[config.mk]
export PLATFORM = sky130hd
export DESIGN_NAME = multiword_add_seq
export DESIGN_NICKNAME = d
export VERILOG_FILES = /design/src/rtl/multiword_add_seq.sv
export SDC_FILE = /design/constraint.sdc
export NUM_CORES = 1
export LEC_CHECK = 0
export BUFFER_PORTS_ARGS = -buffer_cell sky130_fd_sc_hd__buf_2
export CORE_UTILIZATION = 55
export DETAILED_ROUTE_END_ITERATION = 8
export PLACE_DENSITY = 0.88
export SYNTH_ARGS = -nofsm -noshare
export SYNTH_HDL_FRONTEND = slang
export SYNTH_HIERARCHICAL = 1
export SYNTH_SLANG_ARGS = --single-unit
[constraint.sdc]
create_clock -name clk -period 14.3 [get_ports clk]
set_clock_uncertainty 0.1 [all_clocks]
set_input_delay 4.29 -clock clk [delete_from_list [all_inputs] [get_ports clk]]
set_output_delay 4.29 -clock clk [all_outputs]
set_load 0.05 [all_outputs]
[src/rtl/multiword_add_seq.sv]
// ---------------------------------------------------------------------------
// multiword_add_seq
//   Sequential wide adder/subtractor. A TW = W*CHUNKS bit operation is
//   processed W bits per cycle through a single W-bit ripple_carry_adder.
//   The inter-chunk carry is held in a register, so no TW-bit combinational
//   carry chain exists.
//
// Ports:
//   clk        rising-edge clock
//   rst_n      asynchronous active-low reset
//   in_valid   operand request valid
//   in_ready   block can accept an operation (IDLE only)
//   op_a/op_b  TW-bit operands
//   cin        carry-in for add (ignored for subtract)
//   sub        1 = op_a - op_b
//   out_valid  result valid (DONE only)
//   out_ready  consumer accepts the result
//   result     TW-bit sum or difference
//   cout       carry out of the MSB (subtract: 1 = no borrow)
//   overflow   two's-complement signed overflow
// ---------------------------------------------------------------------------

// W-bit ripple-carry adder used as the per-chunk datapath.
module ripple_carry_adder #(
    parameter int unsigned N = 8
) (
    input  logic [N-1:0] a,
    input  logic [N-1:0] b,
    input  logic         cin,
    output logic [N-1:0] sum,
    output logic         cout
);

    logic [N:0] c;

    always_comb begin
        c    = '0;
        sum  = '0;
        c[0] = cin;
        for (int unsigned i = 0; i < N; i++) begin
            sum[i]   = a[i] ^ b[i] ^ c[i];
            c[i+1]   = (a[i] & b[i]) | (a[i] & c[i]) | (b[i] & c[i]);
        end
        cout = c[N];
    end

endmodule

module multiword_add_seq #(
    parameter int unsigned W      = 8,
    parameter int unsigned CHUNKS = 4
) (
    input  logic                clk,
    input  logic                rst_n,
    input  logic                in_valid,
    output logic                in_ready,
    input  logic [W*CHUNKS-1:0] op_a,
    input  logic [W*CHUNKS-1:0] op_b,
    input  logic                cin,
    input  logic                sub,
    output logic                out_valid,
    input  logic                out_ready,
    output logic [W*CHUNKS-1:0] result,
    output logic                cout,
    output logic                overflow
);

    localparam int unsigned TW = W * CHUNKS;
    // Counter is at least 1 bit wide so CHUNKS = 1 still elaborates.
    localparam int unsigned KW = (CHUNKS > 1) ? $clog2(CHUNKS) : 1;
    localparam logic [KW-1:0] LAST = KW'(CHUNKS - 1);

    typedef enum logic [1:0] {
        IDLE = 2'd0,
        RUN  = 2'd1,
        DONE = 2'd2
    } state_t;

    state_t        state, state_nxt;

    logic [TW-1:0] a_reg;
    logic [TW-1:0] b_reg;    // already inverted for subtract
    logic          carry;
    logic [KW-1:0] cnt;

    logic [W-1:0]  a_chunk;
    logic [W-1:0]  b_chunk;
    logic [W-1:0]  sum_chunk;
    logic          add_cout;

    logic          accept;
    logic          last_chunk;
    logic          ovf_nxt;

    // -----------------------------------------------------------------------
    // Control
    // -----------------------------------------------------------------------
    always_comb begin
        state_nxt = state;
        in_ready  = 1'b0;
        out_valid = 1'b0;
        case (state)
            IDLE: begin
                in_ready = 1'b1;
                if (in_valid) state_nxt = RUN;
            end
            RUN: begin
                if (cnt == LAST) state_nxt = DONE;
            end
            DONE: begin
                out_valid = 1'b1;
                if (out_ready) state_nxt = IDLE;
            end
            default: state_nxt = IDLE;
        endcase
    end

    assign accept     = (state == IDLE) && in_valid;
    assign last_chunk = (state == RUN) && (cnt == LAST);

    always_ff @(posedge clk or negedge rst_n) begin
        if (!rst_n) state <= IDLE;
        else        state <= state_nxt;
    end

    // -----------------------------------------------------------------------
    // Chunk selection (constant-index mux keeps part-selects static)
    // -----------------------------------------------------------------------
    always_comb begin
        a_chunk = '0;
        b_chunk = '0;
        for (int unsigned i = 0; i < CHUNKS; i++) begin
            if (cnt == KW'(i)) begin
                a_chunk = a_reg[i*W +: W];
                b_chunk = b_reg[i*W +: W];
            end
        end
    end

    ripple_carry_adder #(
        .N (W)
    ) u_rca (
        .a    (a_chunk),
        .b    (b_chunk),
        .cin  (carry),
        .sum  (sum_chunk),
        .cout (add_cout)
    );

    // Signed overflow: operands agree in sign but the result does not.
    assign ovf_nxt = (a_reg[TW-1] == b_reg[TW-1]) &&
                     (sum_chunk[W-1] != a_reg[TW-1]);

    // -----------------------------------------------------------------------
    // Datapath registers
    // -----------------------------------------------------------------------
    always_ff @(posedge clk or negedge rst_n) begin
        if (!rst_n) begin
            a_reg    <= '0;
            b_reg    <= '0;
            carry    <= 1'b0;
            cnt      <= '0;
            result   <= '0;
            cout     <= 1'b0;
            overflow <= 1'b0;
        end else if (accept) begin
            a_reg <= op_a;
            b_reg <= sub ? ~op_b : op_b;
            carry <= sub ? 1'b1 : cin;
            cnt   <= '0;
        end else if (state == RUN) begin
            for (int unsigned i = 0; i < CHUNKS; i++) begin
                if (cnt == KW'(i)) result[i*W +: W] <= sum_chunk;
            end
            carry <= add_cout;
            if (last_chunk) begin
                cout     <= add_cout;
                overflow <= ovf_nxt;
                cnt      <= '0;
            end else begin
                cnt <= cnt + 1'b1;
            end
        end
    end

endmodule

# Yosys cells after proc, flatten, opt, wreduce, memory -nomap -nowiden
# Index checks and enable logic that the tools add are counted.
[word_totals] regBits=103 latch_bits=0 mem_bits_rw=0 romBits=0 output_inout_bits=36 word_cells=113 mem_count=0
[op_classes] add_sub_neg=1 multipliers=0 div=0 magnitude_cmp=0 n_eq_ne=10 shifts=0 muxes=21 bitwise=58 reduce_logical=12
[ops] cell="8-bit two-way mux" count=8
[ops] cell="32-bit two-way mux" count=1
[ops] cell="32-bit inverter" count=1
[ops] cell="1-bit bitwise AND" count=24
[ops] cell="3-bit AND reduction" count=6
[ops] cell="1-bit bitwise OR" count=16
[ops] cell="1-bit bitwise XOR" count=16
[ops] cell="2-bit two-way mux" count=6
[ops] cell="2-bit == test, second input constant" count=3
[ops] cell="2-bit case mux with 3 select lines" count=1
[ops] cell="1-bit two-way mux" count=5
[ops] cell="2-bit by 1-bit == test with 1-bit output, second input constant" count=2
[ops] cell="2-bit zero test" count=2
[ops] cell="2-bit != test, second input constant" count=2
[ops] cell="1-bit logical AND" count=3
[ops] cell="2-bit by 1-bit adder with 2-bit output, second input constant" count=1
[ops] cell="2-bit by 1-bit != test with 1-bit output, second input constant" count=1
[ops] cell="2-bit nonzero test" count=1
[ops] cell="1-bit == test" count=1
[ops] cell="1-bit != test" count=1
[ops] cell="1-bit inverter" count=1

# Depth between registers and ports, before layout
[logic_depth] ltp_word=31 ltp_mapped=22

# Modules after synthesis
# Netlist, hierarchy kept.
[modules_own_cells] module="multiword_add_seq" n_inst=1 cells_per_inst=456 area_per_inst_um2=4688.2
[modules_own_cells] module="ripple_carry_adder" n_inst=1 cells_per_inst=18 area_per_inst_um2=197.7

# Least setup slack after synthesis
# Ideal clock, no wire load.
[synth_path] path_type="register to output" startpoint="register state[1]" endpoint="output in_ready" t_arrival_ns=1.081 t_required_ns=9.910 path_slack_ns=8.829 path_stages_with_launch=2 path_buffers=0 path_cell_list="dfrtp_1 nor2_1"
[synth_via] elab_chain_cells=2
[synth_rtl] item="start, declared" line_no="79" source="state_t state, state_nxt;"
[synth_rtl] item="start signal, assigned" line_no="123" source="else state <= state_nxt;"
[synth_rtl] item="2-bit zero test" line_no="102" source="case (state)"
[synth_rtl] item="1-bit two-way mux" line_no="102"
[synth_rtl] item="end, declared" line_no="56" source="output logic in_ready,"
# Every way passes these cells.

# Worst setup path in the final report
[layout_path] startpoint="register cnt[1]" endpoint="register overflow"
[layout_via] elab_chain_cells=29 word_cells_on_any_way=53 classes_between="eq/ne: 4; mux: 8; bitwise: 37; reduce/logical: 4"
[layout_rtl] item="start, declared" line_no="84" source="logic [KW-1:0] cnt;"
[layout_rtl] item="start signal, assigned" line_no="181" source="cnt <= cnt + 1'b1;"
[layout_rtl] item="2-bit zero test" line_no="133" source="if (cnt == KW'(i)) begin"
[layout_rtl] item="8-bit two-way mux (3 in series)" line_no="133"
[layout_rtl] item="8-bit two-way mux (*)" line_no="133"
[layout_rtl] item="net b_chunk[0]" line_no="87" source="logic [W-1:0] b_chunk;"
[layout_rtl] item="1-bit bitwise AND" line_no="42" source="c[i+1] = (a[i] & b[i]) | (a[i] & c[i]) | (b[i] & c[i]);"
[layout_rtl] item="1-bit bitwise OR" line_no="42"
[layout_rtl] item="1-bit bitwise OR (*)" line_no="42"
[layout_rtl] item="1-bit bitwise AND" line_no="42"
[layout_rtl] item="[... 13 more ...]"
[layout_rtl] item="1-bit bitwise OR (*)" line_no="42"
[layout_rtl] item="1-bit bitwise AND" line_no="42"
[layout_rtl] item="1-bit bitwise OR" line_no="42"
[layout_rtl] item="1-bit bitwise OR (*)" line_no="42"
[layout_rtl] item="1-bit bitwise XOR (*)" line_no="41" source="sum[i] = a[i] ^ b[i] ^ c[i];"
[layout_rtl] item="net sum_chunk[7]" line_no="88" source="logic [W-1:0] sum_chunk;"
[layout_rtl] item="1-bit != test (*)" line_no="152" source="(sum_chunk[W-1] != a_reg[TW-1]);"
[layout_rtl] item="1-bit logical AND (*)" line_no="151" source="assign ovf_nxt = (a_reg[TW-1] == b_reg[TW-1]) &&"
[layout_rtl] item="end signal, assigned" line_no="178" source="overflow <= ovf_nxt;"
[layout_rtl] item="end, declared" line_no="65" source="output logic overflow"
# Mark *: on every way through the listed nets, which the timed path passes. The rest lies on a longest branch.
# A chain may end at the register's enable or synchronous reset.

==> results by group <==
Critical path
  • R2R Path Start: cnt[1]$_DFFE_PN0P_
  • RR Endpoint: overflow$_DFFE_PN0P_
  • Reg2Reg Depth: 20
  • Worst path max stage delay: 0.58 ns
  • Data required, critical path: 14.42 ns
  • FF-to-FF setup slack: 8.55 ns
  • Slowest CP cell: ha_1
  • Crit path cell chain: inv_1, ha_1, nor2b_2, a221oi_1, o31ai_1, inv_1, fa_1, inv_1, fa_1, fa_1, fa_1, fa_1, fa_1, fa_1, inv_1, fa_1, inv_1, and3b_1, a21oi_1, o21ai_0
  • Crit Path Class: flip-flop to flip-flop
  • Setup crit end kind: flip-flop
  • CP most frequent cell: fa_1
  • Crit path max fanout: 19
  • Critical Path AT: 5.87 ns
  • Crit path launch type: flip-flop

Logic synthesis
  • Most frequent cell after synthesis: nand2_1
  • Area contributors post-synth: dfrtp_1 53%, nand2_1 11%, mux2_2 7.6%
  • Number of synthesized flops with an enable pin: 0
  • Seq cells post-synth: 103
  • Register area share after synthesis: 0.528
  • Post-Syn Area: 4890 um2
  • Post-synth top area cell: dfrtp_1
  • Most frequent cells after synthesis: 145 x nand2_1, 103 x dfrtp_1, 38 x o21ai_0, 33 x mux2_2, 32 x xnor2_1
  • YS warnings: 6
  • Yosys cell types: 28
  • Mean area per synthesized cell: 10.3 um2
  • Asr flop ratio synth: 1.00
  • Synthesized net count: 556
  • Synth Flop Type: dfrtp_1
  • Synth Instances: 474
  • Synth top area share: 0.528

Routing
  • DR pass1 iterations: 4
  • DR vias/cell: 5.28
  • ANT nets after route: 0
  • Initial drt markers: 173
  • Remaining DRCs: 0
  • Final wirelength: 10.4 mm
  • Wire per inst: 15.3 um
  • DR vias: 3572

Floorplan
  • CORE AREA: 8680 um2
  • Die Y: 96.3 um
  • DIE AREA: 9260 um2
  • Die W: 96.3 um
  • Cell Rows: 34
  • I/O pin total: 106
  • Starting Density: 0.563

Clocking
  • Max H-tree Level: 3
  • CTS resizes: 0
  • Hold buffer count at cts: 0
  • Postcts setup bufs: 0
  • CTS root buf: clkbuf_8
  • Number of buffers created by CTS: 9
  • CTS tree: built
  • Clock Latency Late Sink: 0.36 ns
  • Num Clock Sinks: 103
  • Clk pin slew, worst setup/hold paths: 0.09 ns
  • Clk buf depth: 2

Timing
  • Fin. max-slew vios: 0
  • Worst Max-Slew Pin Slew: 1.25 ns
  • Post-Route Setup TNS: 0 ns
  • Max_slew headroom: 0.167
  • Final worst-path cycle share: 0.402
  • Final min period: 5.75 ns
  • Final setup violating endpoints: 0
  • RSZ-0062 raised after global routing: false
  • Fin. Hold Viols: 0
  • Final worst slack: 8.55 ns
  • FMAX: 0.174 GHz

Power and ir drop
  • Pwr Density: 277 nW/um2
  • Pleak: 2.75 nW
  • Total power: 1.55 mW
  • Maximum VDD drop: 119 uV

Finish
  • # diodes: 0
  • Share of cells above drive strength 1: 0.285
  • Final #Nets: 646
  • Layout area overhead: 14.3%

Job
  • MaxCap Viol Count: 0

Run status
  • Status: finished clean

Global route
  • Initial antenna violation count: 0
  • Grt met2 use: 0.382
  • Largest net degree at the start of global routing: 99
  • GR Overflow Total: 0
  • Gr usage total: 0.239
  • Vias in the first global route: 3382
  • M1 GR Usage: 0.341
  • First-pass GRT wire length: 16.5 mm
  • Met3 usage: 0.0348
  • Global route hottest layer: met2

Placed design
  • Routability Congestion: 0.803
  • Number of I/O port buffers: 105
  • Hpwl dp: 7.62 mm
  • Place WS: 8.38 ns

Worst hold path
  • Hold Crit Start: a_reg[13]$_DFFE_PN0P_
  • Worst Hold Depth: 2
  • Worst Hold Class: flip-flop to flip-flop
  • Worst min-delay path endpoint: a_reg[13]$_DFFE_PN0P_
## area by class of cell
cell class	instances	area (um2)
Tap cell	108	135
Timing Repair Buffer	109	558
Inverter	14	52.6
Multi-Input combinational cell	327	2090
Clock inverter	3	17.5
Clock buffer	13	159
Sequential cell	103	2580
Fill cell	710	3090
## critical path, delay by kind of cell, from the launching register on
family	cells	cell delay, ns
buffers and inverters	5	0.48
adders and majority gates	9	3.50
AOI/OAI and AO/OA	4	0.66
DFF	1	0.41
and+or+nand+nor	2	0.46
## logic make-up (layout without fill, tap and decap cells)
group,after synthesis,after routing,share of synthesized area
AND/OR/NAND/NOR,176,176,0.153
flip-flops,103,103,0.528
AO/OA/AOI/OAI,74,74,0.0968
buffers and inverters,44,139,0.0466
multiplexers,33,33,0.0761
XOR/XNOR,32,32,0.0574
adder cells (fa/ha/maj),12,12,0.0430
## routing by layer
metal,vias up,share of wire
li1,1735,-
met1,1697,0.47
met2,130,0.46
met3,10,0.058
met4,0,0.010
met5,-,0
## report_power, final
part / internal, mW / switching [mW]
Combinational: 0.303 / 0.553
Clock: 0.0725 / 0.0934
Sequential: 0.437 / 0.0915
Total: 0.813 / 0.737
## through the flow
stage               utilization  hold WS, ns  area [um2]  std cells
detailed placement        0.623        0.364        5410        661
global placement          0.623        0.360        5410        661
CTS                       0.644        0.386        5590        677
global route              0.644        0.421        5590        677
floorplan                     -        0.345        4890        474
finish                    0.644        0.388        5590        677
## worst max path at each step
stage                               startpoint                   end  slack, ns  cells after the start
after floorplan           state[1]$_DFFE_PN0P_              in_ready       8.83                      1
after global placement                in_valid     carry$_DFFE_PN0P_       8.44                      4
after detailed placement              in_valid     carry$_DFFE_PN0P_       8.38                      4
after CTS                   cnt[1]$_DFFE_PN0P_  overflow$_DFFE_PN0P_       8.54                     20
after global routing        cnt[1]$_DFFE_PN0P_  overflow$_DFFE_PN0P_       8.20                     20
final                       cnt[1]$_DFFE_PN0P_  overflow$_DFFE_PN0P_       8.55                     20
## cell usage in the layout, fill, tap and decap left out, drive strengths merged
cell	Yosys	final
a21oi	3	3
and3b	1	1
nand2	148	148
nand3	3	3
nor3b	1	1
buf	20	109
mux2	33	33
o31ai	17	17
nand3b	1	1
nor2	2	2
clkinvlp	0	1
clkbuf	10	13
nor2b	16	16
xnor2	32	32
ha	4	4
and2b	1	1
dfrtp	103	103
clkinv	0	2
or3b	1	1
a22o	1	1
a221oi	15	15
fa	8	8
inv	14	14
o21ai	38	38
nand2b	2	2
No activity file was read; power rests on OpenSTA's default activity.
